**src/rtl/bus_fill_pkg.sv**
```systemverilog
// Shared types and constants for the system-bus fill arbiter.
// Tag fields encode {op[2:0], space[1:0], id[7:0]} on a 13-bit bus tag.
package bus_fill_pkg;

    typedef enum logic [1:0] {
        ST_IDLE      = 2'd0,
        ST_REQ       = 2'd1,
        ST_WAIT_RESP = 2'd2,
        ST_BURST     = 2'd3
    } state_t;

    localparam int NUM_PORTS = 2;
    localparam logic PORT_IFETCH = 1'b0;
    localparam logic PORT_DCACHE = 1'b1;

    localparam logic [2:0] SYSBUS_READ   = 3'b100;
    localparam logic [2:0] SYSBUS_WRITE  = 3'b101;
    localparam logic [1:0] SYSBUS_MEMORY = 2'b01;
    localparam logic [1:0] SYSBUS_IO     = 2'b10;

endpackage

```
**src/rtl/rr_arbiter2.sv**
```systemverilog
// Two-input round-robin pick: on a tie the port that did not own
// the bus last time wins.
module rr_arbiter2 (
    input  logic [1:0] req,
    input  logic       last_owner,
    output logic       gnt_idx,
    output logic       gnt_any
);

    always_comb begin
        gnt_any = |req;
        gnt_idx = 1'b0;
        case (req)
            2'b01:   gnt_idx = 1'b0;
            2'b10:   gnt_idx = 1'b1;
            2'b11:   gnt_idx = ~last_owner;
            default: gnt_idx = 1'b0;
        endcase
    end

endmodule

```
**src/rtl/bus_fill_arbiter.sv**
```systemverilog
// Shares one system-bus request/response channel between ifetch and dcache fills.
// Optional watchdog enabled by defining BUS_FILL_ARB_TIMEOUT_EN.
module bus_fill_arbiter
    import bus_fill_pkg::*;
#(
    parameter int BUS_DATA_WIDTH = 64,
    parameter int BUS_TAG_WIDTH  = 13,
    parameter int NUM_BEATS      = 8,
    parameter int TIMEOUT_CYCLES = 1024
) (
    input  logic                      clk,
    input  logic                      reset,
    input  logic [NUM_PORTS-1:0]      req_valid,
    input  logic [63:0]               req_addr0,
    input  logic [63:0]               req_addr1,
    input  logic [BUS_TAG_WIDTH-1:0]  req_tag0,
    input  logic [BUS_TAG_WIDTH-1:0]  req_tag1,
    output logic [NUM_PORTS-1:0]      req_grant,
    output logic [NUM_PORTS-1:0]      resp_valid,
    output logic [BUS_DATA_WIDTH-1:0] resp_data,
    output logic                      resp_last,
    output logic                      busy,
    output logic                      bus_reqcyc,
    output logic [BUS_DATA_WIDTH-1:0] bus_req,
    output logic [BUS_TAG_WIDTH-1:0]  bus_reqtag,
    input  logic                      bus_reqack,
    input  logic                      bus_respcyc,
    output logic                      bus_respack,
    input  logic [BUS_DATA_WIDTH-1:0] bus_resp,
    input  logic [BUS_TAG_WIDTH-1:0]  bus_resptag,
    output logic                      timeout_err
);

    localparam int BW = (NUM_BEATS > 1) ? $clog2(NUM_BEATS) : 1;
    localparam logic [BW-1:0] LAST_BEAT = BW'(NUM_BEATS - 1);

    state_t                     state, state_nxt;
    logic                       owner_q;
    logic [63:0]                addr_q;
    logic [BUS_TAG_WIDTH-1:0]   tag_q;
    logic [BW-1:0]              beat_cnt;
    logic                       rr_ptr;
    logic                       gnt_idx, gnt_any;
    logic                       in_resp, ack, beat, last_beat, tmo, done;

    // Routing relies on owner_q alone, so the response tag is not inspected.
    logic unused_tag;
    assign unused_tag = ^bus_resptag;

    rr_arbiter2 u_rr (
        .req        (req_valid),
        .last_owner (~rr_ptr),
        .gnt_idx    (gnt_idx),
        .gnt_any    (gnt_any)
    );

    assign in_resp   = (state == ST_WAIT_RESP) || (state == ST_BURST);
    assign ack       = (state == ST_REQ) && bus_reqack;
    assign beat      = in_resp && bus_respcyc;
    assign last_beat = beat && (beat_cnt == LAST_BEAT);
    assign done      = last_beat || tmo;

`ifdef BUS_FILL_ARB_TIMEOUT_EN
    localparam int TW = $clog2(TIMEOUT_CYCLES) + 1;
    logic [TW-1:0] tmo_cnt;

    always_ff @(posedge clk or posedge reset) begin
        if (reset)
            tmo_cnt <= '0;
        else if (state == ST_IDLE || ack || beat || tmo)
            tmo_cnt <= '0;
        else
            tmo_cnt <= tmo_cnt + TW'(1);
    end

    assign tmo = (state != ST_IDLE) && !ack && !beat
              && (tmo_cnt == TW'(TIMEOUT_CYCLES - 1));
`else
    logic [31:0] unused_tmo;
    assign unused_tmo = TIMEOUT_CYCLES;
    assign tmo = 1'b0;
`endif

    always_ff @(posedge clk or posedge reset) begin
        if (reset)
            state <= ST_IDLE;
        else
            state <= state_nxt;
    end

    always_comb begin
        state_nxt = state;
        if (done) begin
            state_nxt = ST_IDLE;
        end else begin
            unique case (state)
                ST_IDLE:      if (gnt_any) state_nxt = ST_REQ;
                ST_REQ:       if (bus_reqack) state_nxt = ST_WAIT_RESP;
                ST_WAIT_RESP: if (beat) state_nxt = ST_BURST;
                ST_BURST:     state_nxt = ST_BURST;
                default:      state_nxt = ST_IDLE;
            endcase
        end
    end

    always_ff @(posedge clk or posedge reset) begin
        if (reset) begin
            owner_q  <= PORT_IFETCH;
            addr_q   <= '0;
            tag_q    <= '0;
            beat_cnt <= '0;
            rr_ptr   <= PORT_IFETCH;
        end else begin
            if (state == ST_IDLE && gnt_any) begin
                owner_q <= gnt_idx;
                addr_q  <= gnt_idx ? req_addr1 : req_addr0;
                tag_q   <= gnt_idx ? req_tag1 : req_tag0;
            end
            if (done) begin
                beat_cnt <= '0;
                rr_ptr   <= ~owner_q;
            end else if (beat) begin
                beat_cnt <= beat_cnt + BW'(1);
            end
        end
    end

    always_comb begin
        req_grant   = '0;
        resp_valid  = '0;
        resp_data   = '0;
        resp_last   = 1'b0;
        bus_reqcyc  = 1'b0;
        bus_req     = '0;
        bus_reqtag  = '0;
        bus_respack = 1'b0;
        timeout_err = tmo;
        busy        = (state != ST_IDLE);
        if (state == ST_REQ) begin
            bus_reqcyc = 1'b1;
            bus_req    = BUS_DATA_WIDTH'(addr_q);
            bus_reqtag = tag_q;
            req_grant[owner_q] = bus_reqack;
        end
        if (in_resp) begin
            bus_respack         = bus_respcyc;
            resp_valid[owner_q] = bus_respcyc;
            resp_data           = bus_resp;
            resp_last           = last_beat;
        end
        // Watchdog expiry closes the fill toward the owner with an empty beat.
        if (tmo) begin
            resp_valid[owner_q] = 1'b1;
            resp_last           = 1'b1;
            resp_data           = '0;
        end
    end

endmodule

```
**config.mk**
```make
export PLATFORM = sky130hd
export DESIGN_NAME = bus_fill_arbiter
export DESIGN_NICKNAME = d
export VERILOG_FILES = /design/src/rtl/bus_fill_pkg.sv /design/src/rtl/rr_arbiter2.sv /design/src/rtl/bus_fill_arbiter.sv
export SDC_FILE = /design/constraint.sdc
export NUM_CORES = 1
export LEC_CHECK = 0
export CELL_PAD_IN_SITES_DETAIL_PLACEMENT = 0
export CELL_PAD_IN_SITES_GLOBAL_PLACEMENT = 1
export CORE_MARGIN = 1.5
export CORE_UTILIZATION = 22
export CTS_BUF_LIST = sky130_fd_sc_hd__clkbuf_4
export DETAILED_ROUTE_END_ITERATION = 8
export GPL_TIMING_DRIVEN = 0
export PLACE_DENSITY = 0.85
export SETUP_SLACK_MARGIN = 0.05
export SYNTH_ARGS = -nofsm -noshare
export SYNTH_HDL_FRONTEND = slang
export SYNTH_SLANG_ARGS = --single-unit
export TNS_END_PERCENT = 5
```
**constraint.sdc**
```tcl
create_clock -name clk -period 2.43 [get_ports clk]
set_input_delay 0.3645 -clock clk [delete_from_list [all_inputs] [get_ports clk]]
set_output_delay 0.3645 -clock clk [all_outputs]
set_load 0.05 [all_outputs]
```
==> results of run 1 <==
registers in the layout, indices dropped and copies added (netlist names):
name      count
owner_q       1
addr_q       64
rr_ptr        1
state         2
tag_q        13
beat_cnt      3
synth_stat cells (all sizes together) (2+ instances only):
master  count
and2      142
dfrtp      84
nand3      79
o21ai      79
a21oi      78
a31oi      77
clkbuf     62
buf        16
inv         5
nand2       5
nor2        4
nand2b      3
a21o        2
and3        2
ha          2
nor3        2
worst min-delay path by stage:
stage	startpoint	to	depth (start not counted)	slack, ns
after CTS	reset	addr_q[33]$_DFFE_PP0P_	2	0.19
after detailed placement	beat_cnt[2]$_DFFE_PP0P_	beat_cnt[2]$_DFFE_PP0P_	2	0.49
after floorplan	rr_ptr$_DFFE_PP0P_	rr_ptr$_DFFE_PP0P_	2	0.46
after global routing	reset	addr_q[31]$_DFFE_PP0P_	2	0.19
final	reset	addr_q[31]$_DFFE_PP0P_	2	0.22
after global placement	beat_cnt[2]$_DFFE_PP0P_	beat_cnt[2]$_DFFE_PP0P_	2	0.48
through the flow:
| step | utilization, % | total power, mW | area, µm² | std cells | hold slack (ns) |
|---|---|---|---|---|---|
| finish | 39.4 | 8.94 | 9330 | 1358 | 0.217 |
| global route | 39.4 | 9.52 | 9330 | 1358 | 0.186 |
| CTS | 40.1 | 9.07 | 9490 | 1356 | 0.195 |
| detailed placement | 40.2 | 8.30 | 9530 | 1340 | 0.485 |
| global placement | 40.1 | 8.21 | 9490 | 1338 | 0.479 |
| floorplan | - | 6.21 | 5370 | 648 | 0.456 |
power breakdown:
part / switching [mW] / internal, mW / leakage, nW
clock: 0.556 / 0.430 / 0.0884
sequential: 0.361 / 2.08 / 0.940
combinational: 3.62 / 1.89 / 2.78
final cells by class:
cell class | instances | share of cell area, %
diodes | 2 | 0.0536
inverters | 5 | 0.241
flip-flops and latches | 84 | 22.5
clock inverters | 6 | 0.925
clock buffers | 10 | 0.805
plain buffers | 77 | 4.14
well taps | 319 | 4.28
multi-input cells | 481 | 31.2
repair buffers | 374 | 35.9
per-layer routing:
metal | track usage [%] | share of wire (%)
met4 | 5.19 | 2.0
met1 | 23.2 | 42
met5 | 0 | 0
met3 | 4.06 | 6.0
met2 | 33.3 | 50
repair_timing:
item                       in CTS  in global routing
setup buffers                   1                  0
hold buffers                    0                  0
gates resized for setup       623                117
setup endpoints to repair     149                129
pin swaps                       1                  0
critical path, cell delays in order (launching register included):
cell	delay, ns
dfrtp_2	0.48
clkbuf_1	0.29
and2_1	0.18
clkdlybuf4s15_1	0.52
cell families after synthesis:
family          count (synthesis)  share of synthesized area, %
flops                          84                          39.2
mux                             1                         0.210
simple gates                  240                          25.7
compound gates                237                          27.5
fa+ha+maj                       2                         0.466
other cells                     1                        0.0699
buf+inv                        83                          6.81
==> reports/qor.csv, run 1 <==
stage,metric,value,unit
min_path,hold_class,in -> async,
yosys,synthFlopType,dfrtp_1,
die,start_util,22.7,%
die,dieArea,25300,µm²
setup_path,cp-endpoint,resp_data[7],
setup_path,crit_required,2.07,ns
power_and_ir_drop,p_per_area,958,nW/µm²
final_layout,nNetsFinal,1271,
setup_path,reg2reg_slack,0.37,ns
global_route,track_usage,18.9,%
cts,cts_tree,yes,
yosys,ys_warn_count,0,
setup_path,r2r_end,tag_q[1]$_DFFE_PP0P_,
timing,rsz0062_at_grt,true,
die,ios,387,
yosys,synth_seq_area_share,39.2,%
die,dieHeight,159,µm
timing,tns,0,ns
status,run_status,"finished, final reports clean",
cts,cts_root_buf,clkbuf_4,
placement,gp_congestion,0.817,
cts,cts_made_buffers,9,
setup_path,rr_worst_depth,5,
yosys,syn_area_per_cell,8.28,µm²
drt,drt_iter0_markers,250,
final_layout,synthToLayoutAreaGrowth,73.8,%
drt,drc,0,
setup_path,rr_startpoint,rr_ptr$_DFFE_PP0P_,
timing,slew-limit-headroom,55.4,%
cts,clock_path_buffers,2,
drt,vias_per_cell,4.72,
placement,dp_slack,-0.671,ns
final_layout,final_cell_mix,"clkdlybuf4s50_1 (222), and2_1 (142), dfrtp_1 (83)",
setup_path,worstSetupPathType,reg -> out,
yosys,synth_top_cell_area_share,39.2,%
setup_path,path_max_fanout,10,
global_route,grt.overflow.total,0,
yosys,synthDistinctLibCells,28,
timing,timing.final.crit_share,94.3,%
yosys,syn_inst,648,
die,core_area,23700,µm²
final_layout,drive_gt1_share,21.1,%
timing,skew,0.0115,ns
final_layout,layout_commonest_cell,clkdlybuf4s50_1,
drt,routedWlPerCell,18.0,µm
cts,clock_sinks,84,
global_route,antenna_found_initial,2,
setup_path,startpoint_type,flop,
placement,hpwl,19.1,mm
global_route,grt_pass1_wl,37.7,mm
yosys,synthTopCellsByArea,"dfrtp_1 (39%), and2_1 (17%), nand3_1 (7.4%), a21oi_1 (7.3%), a31oi_2 (7.0%)",
setup_path,startpoint,state[1]$_DFFE_PP0P_,
timing,finalCriticalPeriod,2.29,ns
drt,firstDrtPassIters,4,
yosys,syn-num-nets,887,
timing,fmax,436,MHz
die,die_w,159,µm
final_layout,fill_cells,2580,
setup_path,endpoint_kind,output pin,
timing,worst_slew_pin_slew,0.668,ns
timing,hold_viol_final,0,
yosys,synth-async-reset-ratio,100,%
yosys,ys_seq_elements,84,
placement,io_buffers,371,
timing,slew_viol_final,0,
yosys,yosysTopAreaCell,dfrtp_1,
yosys,synth_enable_flop_cells,0,
power_and_ir_drop,ir_worst_vdd,0.373,mV
timing,setup_violations,0,
run,drv_cap,0,
setup_path,arrival,1.93,ns
die,placementRows,56,
cts,clock_latency,0.47,ns
final_layout,seqCellArea,2100,µm²
cts,clk_transition_reported_paths,0.16,ns
drt,vias,6408,
global_route,grt_pass1_vias,6592,
timing,fin_ws,0.139,ns
drt,drt_wl_total,24.4,mm
power_and_ir_drop,p_leak,3.81,nW
yosys,syn_area,5370,µm²
cts,cts_htree_levels,3,
drt,final_antenna_net_count,0,
final_layout,multi_input_area,2910,µm²
global_route,grt_max_degree,41,
Power figures use the tool's default switching activity.
==> run 2, diff against run 1 <==
--- a/config.mk
+++ b/config.mk
@@ -14,6 +14,7 @@
 export GPL_TIMING_DRIVEN = 0
 export PLACE_DENSITY = 0.85
 export SETUP_SLACK_MARGIN = 0.05
+export SLEW_MARGIN = 20
 export SYNTH_ARGS = -nofsm -noshare
 export SYNTH_HDL_FRONTEND = slang
 export SYNTH_SLANG_ARGS = --single-unit
==> run 2 against run 1 <==
  * Power increased by 1.4%
  * Critical path depth is 1 higher
  * Routed wire length up 0.15%
  * Cell area grew 0.70%
  * Clock skew increased by 0.017 ns
  * Non-clock buffer count did not move
  * Critical path type unchanged
  * Largest cell class unchanged
==> reports/qor.csv, run 2 (same netlist as run 1, synthesis figures left out) <==
stage,metric,value,unit,change
placement,io_buffers,371,,unchanged
die,die_w,159,µm,unchanged
timing,rsz0062_at_grt,true,,
setup_path,crit_chain,nor2_4 -> buf_2 -> inv_1 -> dlygate4sd2_1,,
power_and_ir_drop,p_leak,3.83,nW,+0.43%
drt,drt_wl_total,24.5,mm,+0.15%
cts,cts_htree_levels,3,,unchanged
timing,setup_violations,0,,unchanged
setup_path,r2r_end,tag_q[1]$_DFFE_PP0P_,,
final_layout,fin_util,39.7,%,+0.27 points
setup_path,rr_worst_depth,5,,unchanged
placement,gp_congestion,0.817,,unchanged
timing,fmax,434,MHz,-0.47%
setup_path,reg2reg_slack,0.38,ns,about the same
die,core_area,23700,µm²,unchanged
drt,vias,6415,,+0.11%
status,run_status,"finished, final reports clean",,
run,drv_cap,0,,unchanged
die,dieHeight,159,µm,unchanged
timing,slew_viol_final,0,,unchanged
cts,cts_tree,yes,,
setup_path,arrival,1.94,ns,about the same
final_layout,nNetsFinal,1271,,unchanged
final_layout,drive_gt1_share,21.1,%,unchanged
power_and_ir_drop,p_per_area,965,nW/µm²,+0.74%
timing,hold_viol_final,0,,unchanged
final_layout,fin_cells,1357,,-0.074%
global_route,antenna_found_initial,2,,unchanged
final_layout,fill_cells,2536,,-1.7%
cts,cts_made_buffers,9,,unchanged
cts,clk_transition_reported_paths,0.16,ns,about the same
cts,clock_sinks,84,,unchanged
power_and_ir_drop,ir_worst_vdd,0.374,mV,+0.33%
die,dieArea,25300,µm²,unchanged
die,placementRows,56,,unchanged
global_route,grt_max_degree,32,,-22%
final_layout,largest_reg_flops,64,,unchanged
drt,drt_iter0_markers,228,,-8.8%
drt,routedWlPerCell,18.0,µm,+0.23%
final_layout,synthToLayoutAreaGrowth,75.1,%,
global_route,track_usage,18.8,%,-0.094 points
setup_path,path_max_fanout,10,,unchanged
cts,clock_latency,0.47,ns,about the same
setup_path,crit_required,2.07,ns,about the same
cts,clock_path_buffers,2,,unchanged
cts,postCtsHoldBufs,0,,unchanged
drt,firstDrtPassIters,4,,unchanged
final_layout,regMostFlops,addr_q,,
final_layout,layout_commonest_cell,clkdlybuf4s50_1,,
global_route,grt.overflow.total,0,,unchanged
power_and_ir_drop,power,9.07,mW,+1.4%
final_layout,largestRegisters,"addr_q (64), tag_q (13), beat_cnt (3)",,
timing,slew-limit-headroom,54.5,%,-0.91 points
final_layout,final_cell_mix,"clkdlybuf4s50_1 (222), and2_1 (142), dfrtp_1 (83)",,
cts,cts_root_buf,clkbuf_4,,
timing,finalCriticalPeriod,2.30,ns,+0.0108 ns
die,start_util,22.7,%,unchanged
global_route,grt_pass1_wl,37.4,mm,-0.82%
setup_path,rr_startpoint,rr_ptr$_DFFE_PP0P_,,
die,ios,387,,unchanged
setup_path,endpoint_kind,output pin,,
timing,timing.final.crit_share,94.7,%,+0.44 points
timing,skew,0.0289,ns,+0.0175 ns
drt,vias_per_cell,4.73,,+0.18%
setup_path,startpoint_type,flop,,
drt,final_antenna_net_count,0,,unchanged
setup_path,cp_slowest_cell,dfrtp_2,,
min_path,hold_class,in -> async,,
placement,hpwl,19.0,mm,-0.22%
timing,worst_slew_pin_slew,0.682,ns,+0.0136 ns
setup_path,slowest_delay,0.49,ns,-0.03 ns
drt,drc,0,,unchanged
setup_path,worstSetupPathType,reg -> out,,
placement,placed_cells,1340,,unchanged
timing,holdWs,0.326,ns,+0.109 ns
global_route,grt_pass1_vias,6561,,-0.47%
## run 2: how the worst max path moves through the flow
| stage | startpoint | to | slack [ns] |
|---|---|---|---|
| 6_report | state[1]$_DFFE_PP0P_ | busy | 0.13 |
| 5_1_grt | state[1]$_DFFE_PP0P_ | busy | 0.02 |
| 4_1_cts | state[1]$_DFFE_PP0P_ | bus_req[17] | -0.05 |
| 3_5_place_dp | state[1]$_DFFE_PP0P_ | bus_req[63] | -0.69 |
| 3_3_place_gp | state[1]$_DFFE_PP0P_ | bus_req[63] | -0.66 |
| 2_1_floorplan | state[1]$_DFFE_PP0P_ | req_grant[0] | 0.06 |
## run 2: what timing repair did
action | in CTS | in global routing
setup buffers | 1 | 0
setup endpoints to repair | 149 | 131
resized for setup | 628 | 102
pin swaps | 1 | 0
hold endpoints to repair | 0 | 0
## run 2: final cells by class
type,count,area [µm²],share of cell area (%)
Sequential cell,84,2100,22.4
Clock inverter,6,111,1.19
Inverter,5,22.5,0.240
Multi-Input combinational cell,481,2910,30.9
Buffer,77,387,4.12
Antenna cell,1,2.50,0.0266
Tap cell,319,399,4.25
Clock buffer,10,75.1,0.799
Timing Repair Buffer,374,3390,36.1
## run 2: per-layer routing
metal / share of wire [%] / vias to the layer above / global-route usage, %
met3: 6.1 / 32 / 3.99
met5: 0.053 / - / 0
met2: 50 / 293 / 33.3
met4: 1.9 / 2 / 5.49
met1: 42 / 3030 / 22.9
li1: - / 3058 / -
## run 2: stage by stage
step / instance area (µm²) / setup slack, ns / TNS [ns]
5_1_grt: 9390 / 0.0188 / 0
3_3_place_gp: 9490 / -0.664 / -47.85
3_5_place_dp: 9530 / -0.692 / -52.37
2_1_floorplan: 5370 / 0.0637 / 0
4_1_cts: 9520 / -0.0511 / -0.0511
6_report: 9390 / 0.128 / 0
## run 2: power breakdown
group          switching (mW)  total [mW]  internal (mW)
registers               0.364        2.45           2.08
logic                    3.62        5.53           1.91
clock network           0.555        1.09          0.535
total                    4.54        9.07           4.53
## run 2: worst max-delay path: cells and delay by family (launching register included)
family	cells	cell delay [ns]
AND/OR/NAND/NOR	1	0.17
buffers and inverters	3	0.82
flip-flops	1	0.49
